## config.mk

```make
export PLATFORM = sky130hd
export DESIGN_NAME = ntt_addr_gen_flat
export DESIGN_NICKNAME = d
export VERILOG_FILES = /design/src/rtl/ntt_addr_gen_pkg.sv /design/src/rtl/ntt_addr_gen_if.sv /design/src/rtl/ntt_shift_delay.sv /design/src/rtl/ntt_addr_gen.sv /design/src/flat_wrapper.sv
export SDC_FILE = /design/constraint.sdc
export NUM_CORES = 1
export LEC_CHECK = 0
export ABC_AREA = 1
export ABC_CLOCK_PERIOD_IN_PS = 5920
export BUFFER_PORTS_ARGS = -buffer_cell sky130_fd_sc_hd__clkbuf_2
export CAP_MARGIN = 20
export CORE_MARGIN = 3
export CORE_UTILIZATION = 30
export CTS_CLUSTER_SIZE = 28
export DETAILED_ROUTE_END_ITERATION = 7
export SLEW_MARGIN = 20
export SYNTH_ARGS = -nofsm -noshare
export SYNTH_HDL_FRONTEND = slang
export SYNTH_SLANG_ARGS = --single-unit
```

## constraint.sdc

```tcl
create_clock -name clk -period 5.92 [get_ports clk]
set_clock_uncertainty 0.2 [all_clocks]
set_input_delay 0.296 -clock clk [delete_from_list [all_inputs] [get_ports clk]]
set_output_delay 0.296 -clock clk [all_outputs]
set_load 0.02 [all_outputs]
```

## src/rtl/ntt_addr_gen_pkg.sv

```systemverilog
// rtl/ntt_addr_gen_pkg.sv - FSM encoding and bank-map helper shared by the NTT address generator
package ntt_addr_gen_pkg;

    // Widest transform the bank-map helper is written for
    localparam int MAX_LOGN = 16;

    typedef enum logic [1:0] {
        ST_IDLE  = 2'd0,
        ST_RUN   = 2'd1,
        ST_DRAIN = 2'd2,
        ST_FIN   = 2'd3
    } ntt_state_e;

    // Bank holding a coefficient: parity of its index (its bank address is index >> 1)
    function automatic logic bank_of(input logic [MAX_LOGN-1:0] idx);
        return ^idx;
    endfunction

endpackage

```

## src/rtl/ntt_addr_gen_if.sv

```systemverilog
// rtl/ntt_addr_gen_if.sv - control, read-side and write-back signals of the NTT address generator
// Optional: NTT_AG_INTT_EN adds the inv request input
interface ntt_addr_gen_if #(
    parameter int LOGN = 10
);
    localparam int HLEN = LOGN - 1;

    logic            start;
    logic            busy;
    logic            done;
    logic            rd_en;
    logic [HLEN-1:0] raddr0;
    logic [HLEN-1:0] raddr1;
    logic            rd_swap;
    logic [LOGN-1:0] tw_addr;
    logic            wen;
    logic [HLEN-1:0] waddr0;
    logic [HLEN-1:0] waddr1;
    logic            wr_swap;
`ifdef NTT_AG_INTT_EN
    logic            inv;

    modport master (
        input  start, inv,
        output busy, done, rd_en, raddr0, raddr1, rd_swap, tw_addr,
               wen, waddr0, waddr1, wr_swap
    );

    modport slave (
        output start, inv,
        input  busy, done, rd_en, raddr0, raddr1, rd_swap, tw_addr,
               wen, waddr0, waddr1, wr_swap
    );
`else
    modport master (
        input  start,
        output busy, done, rd_en, raddr0, raddr1, rd_swap, tw_addr,
               wen, waddr0, waddr1, wr_swap
    );

    modport slave (
        output start,
        input  busy, done, rd_en, raddr0, raddr1, rd_swap, tw_addr,
               wen, waddr0, waddr1, wr_swap
    );
`endif

endinterface

```

## src/rtl/ntt_shift_delay.sv

```systemverilog
// rtl/ntt_shift_delay.sv - fixed-depth register chain with synchronous clear
module ntt_shift_delay #(
    parameter int WIDTH = 8,
    parameter int DEPTH = 5
) (
    input  logic             clk,
    input  logic             rst,
    input  logic [WIDTH-1:0] din,
    output logic [WIDTH-1:0] dout
);

    logic [WIDTH-1:0] chain_q [DEPTH];
    logic [WIDTH-1:0] chain_d [DEPTH];

    // Next value of every tap: input enters tap 0, each tap takes its predecessor
    always_comb begin
        chain_d[0] = din;
        for (int i = 1; i < DEPTH; i++) begin
            chain_d[i] = chain_q[i-1];
        end
    end

    // Chain registers; reset drops everything in flight
    always_ff @(posedge clk) begin
        if (rst) begin
            for (int i = 0; i < DEPTH; i++) begin
                chain_q[i] <= '0;
            end
        end else begin
            for (int i = 0; i < DEPTH; i++) begin
                chain_q[i] <= chain_d[i];
            end
        end
    end

    assign dout = chain_q[DEPTH-1];

endmodule

```

## src/rtl/ntt_addr_gen.sv

```systemverilog
// rtl/ntt_addr_gen.sv - in-place radix-2 NTT read/twiddle/write-back address sequencer
// Optional: NTT_AG_INTT_EN adds inv (sampled with start) for Gentleman-Sande order
module ntt_addr_gen #(
    parameter int LOGN   = 10,
    parameter int BF_LAT = 4
) (
    input  logic           clk,
    input  logic           rst,
    ntt_addr_gen_if.master bus
);
    import ntt_addr_gen_pkg::*;

    localparam int HLEN = LOGN - 1;
    localparam int NH   = 1 << HLEN;
    localparam int SW   = $clog2(LOGN);
    localparam int DW   = $clog2(BF_LAT + 2);
    localparam int DLY  = 1 + BF_LAT;
    localparam int WRW  = 2 * HLEN + 2;

    ntt_state_e      state_q, state_d;
    logic [SW-1:0]   stage_q, stage_d;
    logic [HLEN-1:0] k_q, k_d;
    logic [DW-1:0]   drain_q, drain_d;
    logic            busy_q, busy_d;
    logic            done_q, done_d;
    logic            rd_en_q, rd_en_d;
    logic [HLEN-1:0] raddr0_q, raddr0_d;
    logic [HLEN-1:0] raddr1_q, raddr1_d;
    logic            rd_swap_q, rd_swap_d;
    logic [LOGN-1:0] tw_addr_q, tw_addr_d;
`ifdef NTT_AG_INTT_EN
    logic            inv_q, inv_d;
    logic            iss_inv;
`endif

    logic            issue;
    logic [SW-1:0]   iss_stage;
    logic [HLEN-1:0] iss_k;
    logic [SW-1:0]   iss_p;
    logic [LOGN-1:0] k_ext;
    logic [LOGN-1:0] lo_mask;
    logic [LOGN-1:0] top;
    logic [LOGN-1:0] bot;
    logic            top_bank;
    logic [WRW-1:0]  wr_bus;

    // Sequencer: chooses which butterfly (stage, k) is issued this cycle and steps the FSM
    always_comb begin
        state_d   = state_q;
        stage_d   = stage_q;
        k_d       = k_q;
        drain_d   = drain_q;
        busy_d    = busy_q;
        done_d    = 1'b0;
        issue     = 1'b0;
        iss_stage = stage_q;
        iss_k     = k_q;
`ifdef NTT_AG_INTT_EN
        inv_d     = inv_q;
        iss_inv   = inv_q;
`endif
        case (state_q)
            ST_IDLE: begin
                // The start cycle itself issues butterfly 0 so rd_en appears the next cycle
                if (bus.start) begin
                    issue     = 1'b1;
                    iss_stage = '0;
                    iss_k     = '0;
`ifdef NTT_AG_INTT_EN
                    inv_d     = bus.inv;
                    iss_inv   = bus.inv;
`endif
                    stage_d   = '0;
                    k_d       = HLEN'(1);
                    busy_d    = 1'b1;
                    state_d   = ST_RUN;
                end
            end
            ST_RUN: begin
                issue = 1'b1;
                if (k_q == HLEN'(NH - 1)) begin
                    k_d     = '0;
                    drain_d = '0;
                    state_d = ST_DRAIN;
                end else begin
                    k_d = k_q + HLEN'(1);
                end
            end
            ST_DRAIN: begin
                // Wait until the last write-back of this stage is on the bus
                if (drain_q == DW'(BF_LAT)) begin
                    if (stage_q == SW'(LOGN - 1)) begin
                        state_d = ST_FIN;
                    end else begin
                        stage_d = stage_q + SW'(1);
                        state_d = ST_RUN;
                    end
                end else begin
                    drain_d = drain_q + DW'(1);
                end
            end
            ST_FIN: begin
                done_d  = 1'b1;
                busy_d  = 1'b0;
                state_d = ST_IDLE;
            end
            default: begin
                state_d = ST_IDLE;
            end
        endcase
    end

    // Address math for the issued butterfly and the next values of the read-side outputs
    always_comb begin
`ifdef NTT_AG_INTT_EN
        iss_p = iss_inv ? iss_stage : (SW'(LOGN - 1) - iss_stage);
`else
        iss_p = SW'(LOGN - 1) - iss_stage;
`endif
        k_ext    = {1'b0, iss_k};
        lo_mask  = (LOGN'(1) << iss_p) - LOGN'(1);
        top      = ((k_ext & ~lo_mask) << 1) | (k_ext & lo_mask);
        bot      = top | (LOGN'(1) << iss_p);
        top_bank = bank_of(MAX_LOGN'(top));

        rd_en_d   = issue;
        raddr0_d  = '0;
        raddr1_d  = '0;
        rd_swap_d = 1'b0;
        tw_addr_d = '0;
        if (issue) begin
            raddr0_d  = top_bank ? HLEN'(bot >> 1) : HLEN'(top >> 1);
            raddr1_d  = top_bank ? HLEN'(top >> 1) : HLEN'(bot >> 1);
            rd_swap_d = top_bank;
            tw_addr_d = (LOGN'(1) << (SW'(LOGN - 1) - iss_p)) + (k_ext >> iss_p);
        end
    end

    // State and output registers
    always_ff @(posedge clk) begin
        if (rst) begin
            state_q   <= ST_IDLE;
            stage_q   <= '0;
            k_q       <= '0;
            drain_q   <= '0;
            busy_q    <= 1'b0;
            done_q    <= 1'b0;
            rd_en_q   <= 1'b0;
            raddr0_q  <= '0;
            raddr1_q  <= '0;
            rd_swap_q <= 1'b0;
            tw_addr_q <= '0;
`ifdef NTT_AG_INTT_EN
            inv_q     <= 1'b0;
`endif
        end else begin
            state_q   <= state_d;
            stage_q   <= stage_d;
            k_q       <= k_d;
            drain_q   <= drain_d;
            busy_q    <= busy_d;
            done_q    <= done_d;
            rd_en_q   <= rd_en_d;
            raddr0_q  <= raddr0_d;
            raddr1_q  <= raddr1_d;
            rd_swap_q <= rd_swap_d;
            tw_addr_q <= tw_addr_d;
`ifdef NTT_AG_INTT_EN
            inv_q     <= inv_d;
`endif
        end
    end

    // Write-back mirrors the read side after BRAM read latency plus the butterfly pipeline
    ntt_shift_delay #(
        .WIDTH (WRW),
        .DEPTH (DLY)
    ) u_wr_delay (
        .clk  (clk),
        .rst  (rst),
        .din  ({rd_en_q, raddr0_q, raddr1_q, rd_swap_q}),
        .dout (wr_bus)
    );

    assign bus.busy    = busy_q;
    assign bus.done    = done_q;
    assign bus.rd_en   = rd_en_q;
    assign bus.raddr0  = raddr0_q;
    assign bus.raddr1  = raddr1_q;
    assign bus.rd_swap = rd_swap_q;
    assign bus.tw_addr = tw_addr_q;
    assign {bus.wen, bus.waddr0, bus.waddr1, bus.wr_swap} = wr_bus;

endmodule
```

## src/flat_wrapper.sv

```systemverilog
// flat-port wrapper written by rule: the top's interface ports become plain ports
module ntt_addr_gen_flat import ntt_addr_gen_pkg::*;
#(
    parameter int LOGN   = 10,
    parameter int BF_LAT = 4
)
  (clk, rst, bus_start, bus_busy, bus_done, bus_rd_en, bus_raddr0, bus_raddr1, bus_rd_swap, bus_tw_addr, bus_wen, bus_waddr0, bus_waddr1, bus_wr_swap);
  ntt_addr_gen_if #(.LOGN(LOGN)) bus_i ();
  input  logic clk;
  input  logic rst;
  input wire logic [$bits(bus_i.start)-1:0] bus_start;
  output wire logic [$bits(bus_i.busy)-1:0] bus_busy;
  output wire logic [$bits(bus_i.done)-1:0] bus_done;
  output wire logic [$bits(bus_i.rd_en)-1:0] bus_rd_en;
  output wire logic [$bits(bus_i.raddr0)-1:0] bus_raddr0;
  output wire logic [$bits(bus_i.raddr1)-1:0] bus_raddr1;
  output wire logic [$bits(bus_i.rd_swap)-1:0] bus_rd_swap;
  output wire logic [$bits(bus_i.tw_addr)-1:0] bus_tw_addr;
  output wire logic [$bits(bus_i.wen)-1:0] bus_wen;
  output wire logic [$bits(bus_i.waddr0)-1:0] bus_waddr0;
  output wire logic [$bits(bus_i.waddr1)-1:0] bus_waddr1;
  output wire logic [$bits(bus_i.wr_swap)-1:0] bus_wr_swap;
  assign bus_i.start = bus_start;
  assign bus_busy = bus_i.busy;
  assign bus_done = bus_i.done;
  assign bus_rd_en = bus_i.rd_en;
  assign bus_raddr0 = bus_i.raddr0;
  assign bus_raddr1 = bus_i.raddr1;
  assign bus_rd_swap = bus_i.rd_swap;
  assign bus_tw_addr = bus_i.tw_addr;
  assign bus_wen = bus_i.wen;
  assign bus_waddr0 = bus_i.waddr0;
  assign bus_waddr1 = bus_i.waddr1;
  assign bus_wr_swap = bus_i.wr_swap;
  ntt_addr_gen #(.LOGN(LOGN), .BF_LAT(BF_LAT)) u_core (.clk(clk), .rst(rst), .bus(bus_i));
endmodule
```

# Yosys cells after proc, flatten, opt, wreduce, memory -nomap -nowiden
# Memory sizes are Yosys's and may differ from the RTL's.
# Index checks and enable logic that the tools add are counted.
# W data, S select, Z words.
[totals]
latchBits = 0
n_memories = 1
output_inout_bits = 52
input_bits = 3
mem_bits_rw = 100
word_cells = 89
mem_bits_ro = 0
reg_bits = 50
[op_classes]
muxes = 33
eq_ne = 11
bitwise_logic = 11
n_reduce_logical = 12
multipliers = 0
div_mod_pow = 0
shifts = 3
addsub = 7
order_cmp = 0
[memory_table]
columns = ["memory", "depth", "word_bits", "read_ports", "rd_clocked_by_memory_dff", "wr", "line_no", "source"]
rows = [
  ["u_core.u_wr_delay.chain_q", 5, 20, 5, 0, 5, "ntt_shift_delay.sv:12", "logic [WIDTH-1:0] chain_q [DEPTH];"],
]
[ops]
columns = ["op", "n"]
rows = [
  ["$mux W20", 5],
  ["$mux W9", 6],
  ["$or A10 B10 Y10", 2],
  ["$shl A1 B4 Y10 const A", 2],
  ["$pmux W9 S2", 1],
  ["$mux W4", 4],
  ["$reduce_xor A16 Y1", 1],
  ["$add A10 B10 Y10", 1],
  ["$and A9 B10 Y10", 1],
  ["$shr A9 B4 Y10", 1],
  ["$sub A10 B2 Y10 const B", 1],
  ["$add A9 B1 Y9 const B", 1],
  ["$and A9 B9 Y9", 1],
  ["$eq A9 B9 Y1 const B", 1],
  ["$not A9 Y9", 1],
  ["$reduce_and A3 Y1", 3],
  ["$mux W2", 4],
  ["$pmux W2 S4", 1],
  ["$pmux W4 S2", 1],
  ["$reduce_bool A2 Y1", 4],
  ["$sub A4 B4 Y4 const A", 2],
  ["$mux W1", 6],
  ["$mux W3", 2],
  ["$ne A2 B2 Y1 const B", 3],
  ["14 further kinds", 22],
]

# Logic depth before layout (Yosys ltp)
[depth]
word_depth = 10
depth_mapped = 31
mapped_depth_nobuf = 27

# By module
# Synthesis repeated with hierarchy kept, for this count alone.
[hier_totals]
hier_cells = 817
area_unflattened_um2 = 6170.9
[modules_own_cells]
columns = ["module", "area_each_um2", "cells_each", "seq_area_each_um2", "n_inst"]
rows = [
  ["ntt_addr_gen", 3269.4, 506, 1001.0, 1],
  ["ntt_shift_delay", 2901.5, 311, 2001.9, 1],
]

# Worst setup path after synthesis
# OpenSTA, ideal clock, no wires.
[synth_timing]
path_kind = "register to register"
from = "register u_core.state_q[0]"
to = "register u_core.tw_addr_q[8], in the netlist u_core.bus.tw_addr[8]"
path_buffers = 2
setup_slack_ns = 1.975
setup_ns = 0.070
t_arrival_ns = 3.675
synth_period_minus_slack_ns = 3.945
path_stages_with_launch = 26
required_ns = 5.650
path_cell_list = "dfxtp_1 inv_1 ha_1 nand2_2 buf_6 buf_6 nand2_4 ha_1 inv_1 nand2_1 nand2_4 nand2_1 a211oi_1 a221oi_1 ha_1 fa_1 inv_1 o31ai_1 nand2_1 nand2_1 a21oi_1 nor2_1 nor2_1 o21bai_1 or2_2 a21oi_1"
[synth_via]
elab_chain_len = 6
word_cells_on_any_way = 12
cone_classes = "add/sub (3); eq/ne (1); shift (2); mux (3); bitwise (1); reduce/logical (2)"
[synth_lines]
columns = ["element", "line_no", "source"]
rows = [
  ["start, declared", "ntt_addr_gen.sv:20", "ntt_state_e state_q, state_d;"],
  ["start signal, assigned", "ntt_addr_gen.sv:157", "state_q <= state_d;"],
  ["$logic_not A2 Y1", "ntt_addr_gen.sv:62", "case (state_q)"],
  ["$mux W4", "ntt_addr_gen.sv:62", ""],
  ["$sub A4 B4 Y4", "ntt_addr_gen.sv:118", "iss_p = SW'(LOGN - 1) - iss_stage;"],
  ["$sub A4 B4 Y4", "ntt_addr_gen.sv:135", "tw_addr_d = (LOGN'(1) << (SW'(LOGN - 1) - iss_p)) + (k_ext >> iss_p);"],
  ["$shl A1 B4 Y10", "ntt_addr_gen.sv:135", ""],
  ["$add A10 B10 Y10", "ntt_addr_gen.sv:135", ""],
  ["end signal, assigned", "ntt_addr_gen.sv:167", "tw_addr_q <= tw_addr_d;"],
  ["end, declared", "ntt_addr_gen.sv:30", "logic [LOGN-1:0] tw_addr_q, tw_addr_d;"],
]
# Several ways; a longest one is shown, not always the timed one.
# A chain may end at the register's enable or synchronous reset.

# Worst setup path in the final report
# Same ends and word-level chain as after synthesis.

==> impl_metrics.toml <==
[status]
outcome = "finished clean"

[yosys]
netlist_top_cells_count = "inv_1 (172), nor2_1 (155), dfxtp_1 (150), nand2_1 (131), nand3_1 (36)"
syn_nets = 886
netlist-cell-type-count = 45
synth-main-ff-cell = "dfxtp_1"
synth_edf_count = 0
ys_top_cells_by_area = "dfxtp_1 (46%), inv_1 (10%), nor2_1 (9.0%)"
syn_avg_cell_area_um2 = 7.510
yosysWarnings = 0
seq_area_frac_synth_pct = 46.49
async_flop_share_pct = 0
synth_seq_cells = 150
synthCells = 860
syn_area_um2 = 6459
synth_top_cell_by_area = "dfxtp_1"
yosysMostFrequentCell = "inv_1"
yosysTopAreaCellShare_pct = 46.49

[detailed_routing]
via_per_inst = 4.209
vias = 4979
drtIter0Drc = 208
postRouteAntennaNets = 0
totalWireLength_mm = 13.14
wl_per_cell_um = 11.11
drcViolationCount = 0
drtPass1Iterations = 5

[critical_path]
cp.arrival_ns = 4.63
path_class = "flip-flop to flip-flop"
setup.worst_path.start_class = "flip-flop"
cp-end-kind = "flip-flop"
critPathRequiredTime_ns = 6.07
cp_max_fo = 20

[sta]
period_needed_ns = 4.481
slew_violations = 0
slew_headroom_pct = 51.86
fmax_mhz = 223.2
setup_violations = 0
hold_viol = 0
finalSetupTns_ns = 0
tightestPinTransition_ns = 0.7221
finalCritPeriodShare_pct = 75.70
rsz0062_at_grt = "no"

[clock_tree]
cts_root_buffer = "clkbuf_16"
postCtsSetupRepairBufs = 0
path_clk_slew_ns = 0.07
hold_buffers = 0
post_cts_resize_count = 0
clock_path_buffers = 2
cts_tree = "built"
worstSkewPairLatency_ns = 0.41
htree_levels = 4
cts_buffers = 17
cts_sinks = 150

[power]
power_density_nw_per_um2 = 342.1
ir_worst_vdd_v = 0.0001656
total_leakage_power_nw = 3.230
finalPower_mw = 2.531

[cells_and_area]
diodes = 0
drive_gt1_share_pct = 14.87
area_growth_pct = 14.53
nNetsFinal = 922

[grt]
antenna_found_initial = 0
grt_pass1_wl_mm = 22.15
grt_use_total_pct = 11.61
grt_overflow = 0
grt_start_max_net_pins = 78
grt_pass1_vias = 4622

[die]
start_util_pct = 30.63
die_h_um = 152.7
coreArea_um2 = 21090
die_area_um2 = 23320
core.rowCount = 53
fp.dieW_um = 152.7
pin_count = 55

[run]
drv_cap = 0

[place]
place.gp.congestion = 0.8721
hpwl_mm = 9.690
io_buffers = 54

[min_path]
hp-class = "primary input to flip-flop"
per-stage QoR:
stage	worst slack, ns	utilization (%)	hold slack, ns	cells	instance area (um^2)
3_3_place_gp	1.580	32.40	0.1894	1152	6833
4_1_cts	1.442	35.08	0.05608	1183	7397
6_report	1.439	35.08	0.07423	1183	7397
2_1_floorplan	1.975	-	0.1883	860	6459
3_5_place_dp	1.476	32.40	0.1920	1152	6833
5_1_grt	0.9133	35.08	0.08371	1183	7397
registers in the layout (all words and copies together), names as in the netlist:
register / flops
u_core.k_q: 9
u_core.bus.done: 1
u_core.state_q: 2
u_core.bus.raddr1: 9
u_core.bus.rd_swap: 1
u_core.bus.raddr0: 9
u_core.bus.rd_en: 1
u_core.drain_q: 3
u_core.stage_q: 4
u_core.bus.tw_addr: 10
u_core.bus.busy: 1
u_core.u_wr_delay.chain_q: 100
metal layers:
metal	part of all wire (%)	track usage [%]	up-vias
met5	0	0	-
met2	47	19.83	81
met1	47	14.00	2197
li1	-	-	2680
met4	1.9	4.158	0
met3	4.0	3.238	21
worst paths after layout:
path | start | end | slack [ns] | cells after the start
worst max-delay path | u_core.state_q[0] | u_core.bus.tw_addr[8] | 1.44 | 23
worst min-delay path | rst | u_core.u_wr_delay.chain_q[0][77] | 0.07 | 2
worst max register to register | u_core.state_q[0] | u_core.bus.tw_addr[8] | 1.44 | 23
worst min register to register | u_core.u_wr_delay.chain_q[0][0] | u_core.u_wr_delay.chain_q[0][20] | 0.19 | 2
final cells by class:
cell class                      count  area [um^2]
Multi-Input combinational cell    492         2526
Tap cell                          275        344.1
Fill cell                        2227        13690
Clock buffer                       19        442.9
Timing Repair Buffer               56        287.8
Sequential cell                   150         3003
Inverter                          179        671.9
Clock inverter                     12        121.4
kinds of logic (layout without fill, tap and decap cells):
kind of cell / after synthesis / after routing / share of synthesized area [%]
buffers and inverters: 218 / 266 / 14.45
DFF: 150 / 150 / 46.49
xor gates and xnor gates: 1 / 1 / 0.1356
adders and majority gates: 23 / 23 / 4.572
and+or+nand+nor: 382 / 382 / 26.37
AOI/OAI and AO/OA: 86 / 86 / 7.982
worst max-delay path: stages (launching register included):
cell	delay (ns)
dfxtp_1	0.36
inv_1	0.10
ha_1	0.26
nand2_2	0.37
nand2_2	0.17
ha_1	0.26
inv_1	0.09
nand2_1	0.09
nand2_4	0.14
nand2_1	0.20
a211oi_1	0.29
a221oi_1	0.09
ha_1	0.29
fa_1	0.40
inv_1	0.08
o31ai_1	0.10
nand2_1	0.07
nand2_1	0.05
a21oi_1	0.20
nor2_1	0.06
nor2_1	0.09
o21bai_1	0.07
or2_2	0.27
a21oi_1	0.11
where the power goes:
| group | internal, mW | switching [mW] |
|---|---|---|
| Sequential | 1.05 | 0.0269 |
| Clock | 0.596 | 0.438 |
| Combinational | 0.113 | 0.303 |
placed cells by master (no fill, tap or decap), types with 4 or more instances in the layout:
| cell type | count |
|---|---|
| clkbuf_16 | 17 |
| nor2_1 | 155 |
| ha_1 | 22 |
| nand2_2 | 8 |
| dfxtp_1 | 150 |
| or2_2 | 4 |
| nand2_1 | 131 |
| nand2_4 | 4 |
| nand3_1 | 36 |
| clkinv_4 | 5 |
| nor2_2 | 5 |
| a21oi_1 | 32 |
| inv_2 | 6 |
| clkbuf_2 | 53 |
| nand3_2 | 14 |
| nor3_1 | 14 |
| o21ai_0 | 25 |
| inv_1 | 172 |
| a211oi_1 | 6 |
| nand4_1 | 4 |
Note: power is estimated with default switching activity, not from simulation.
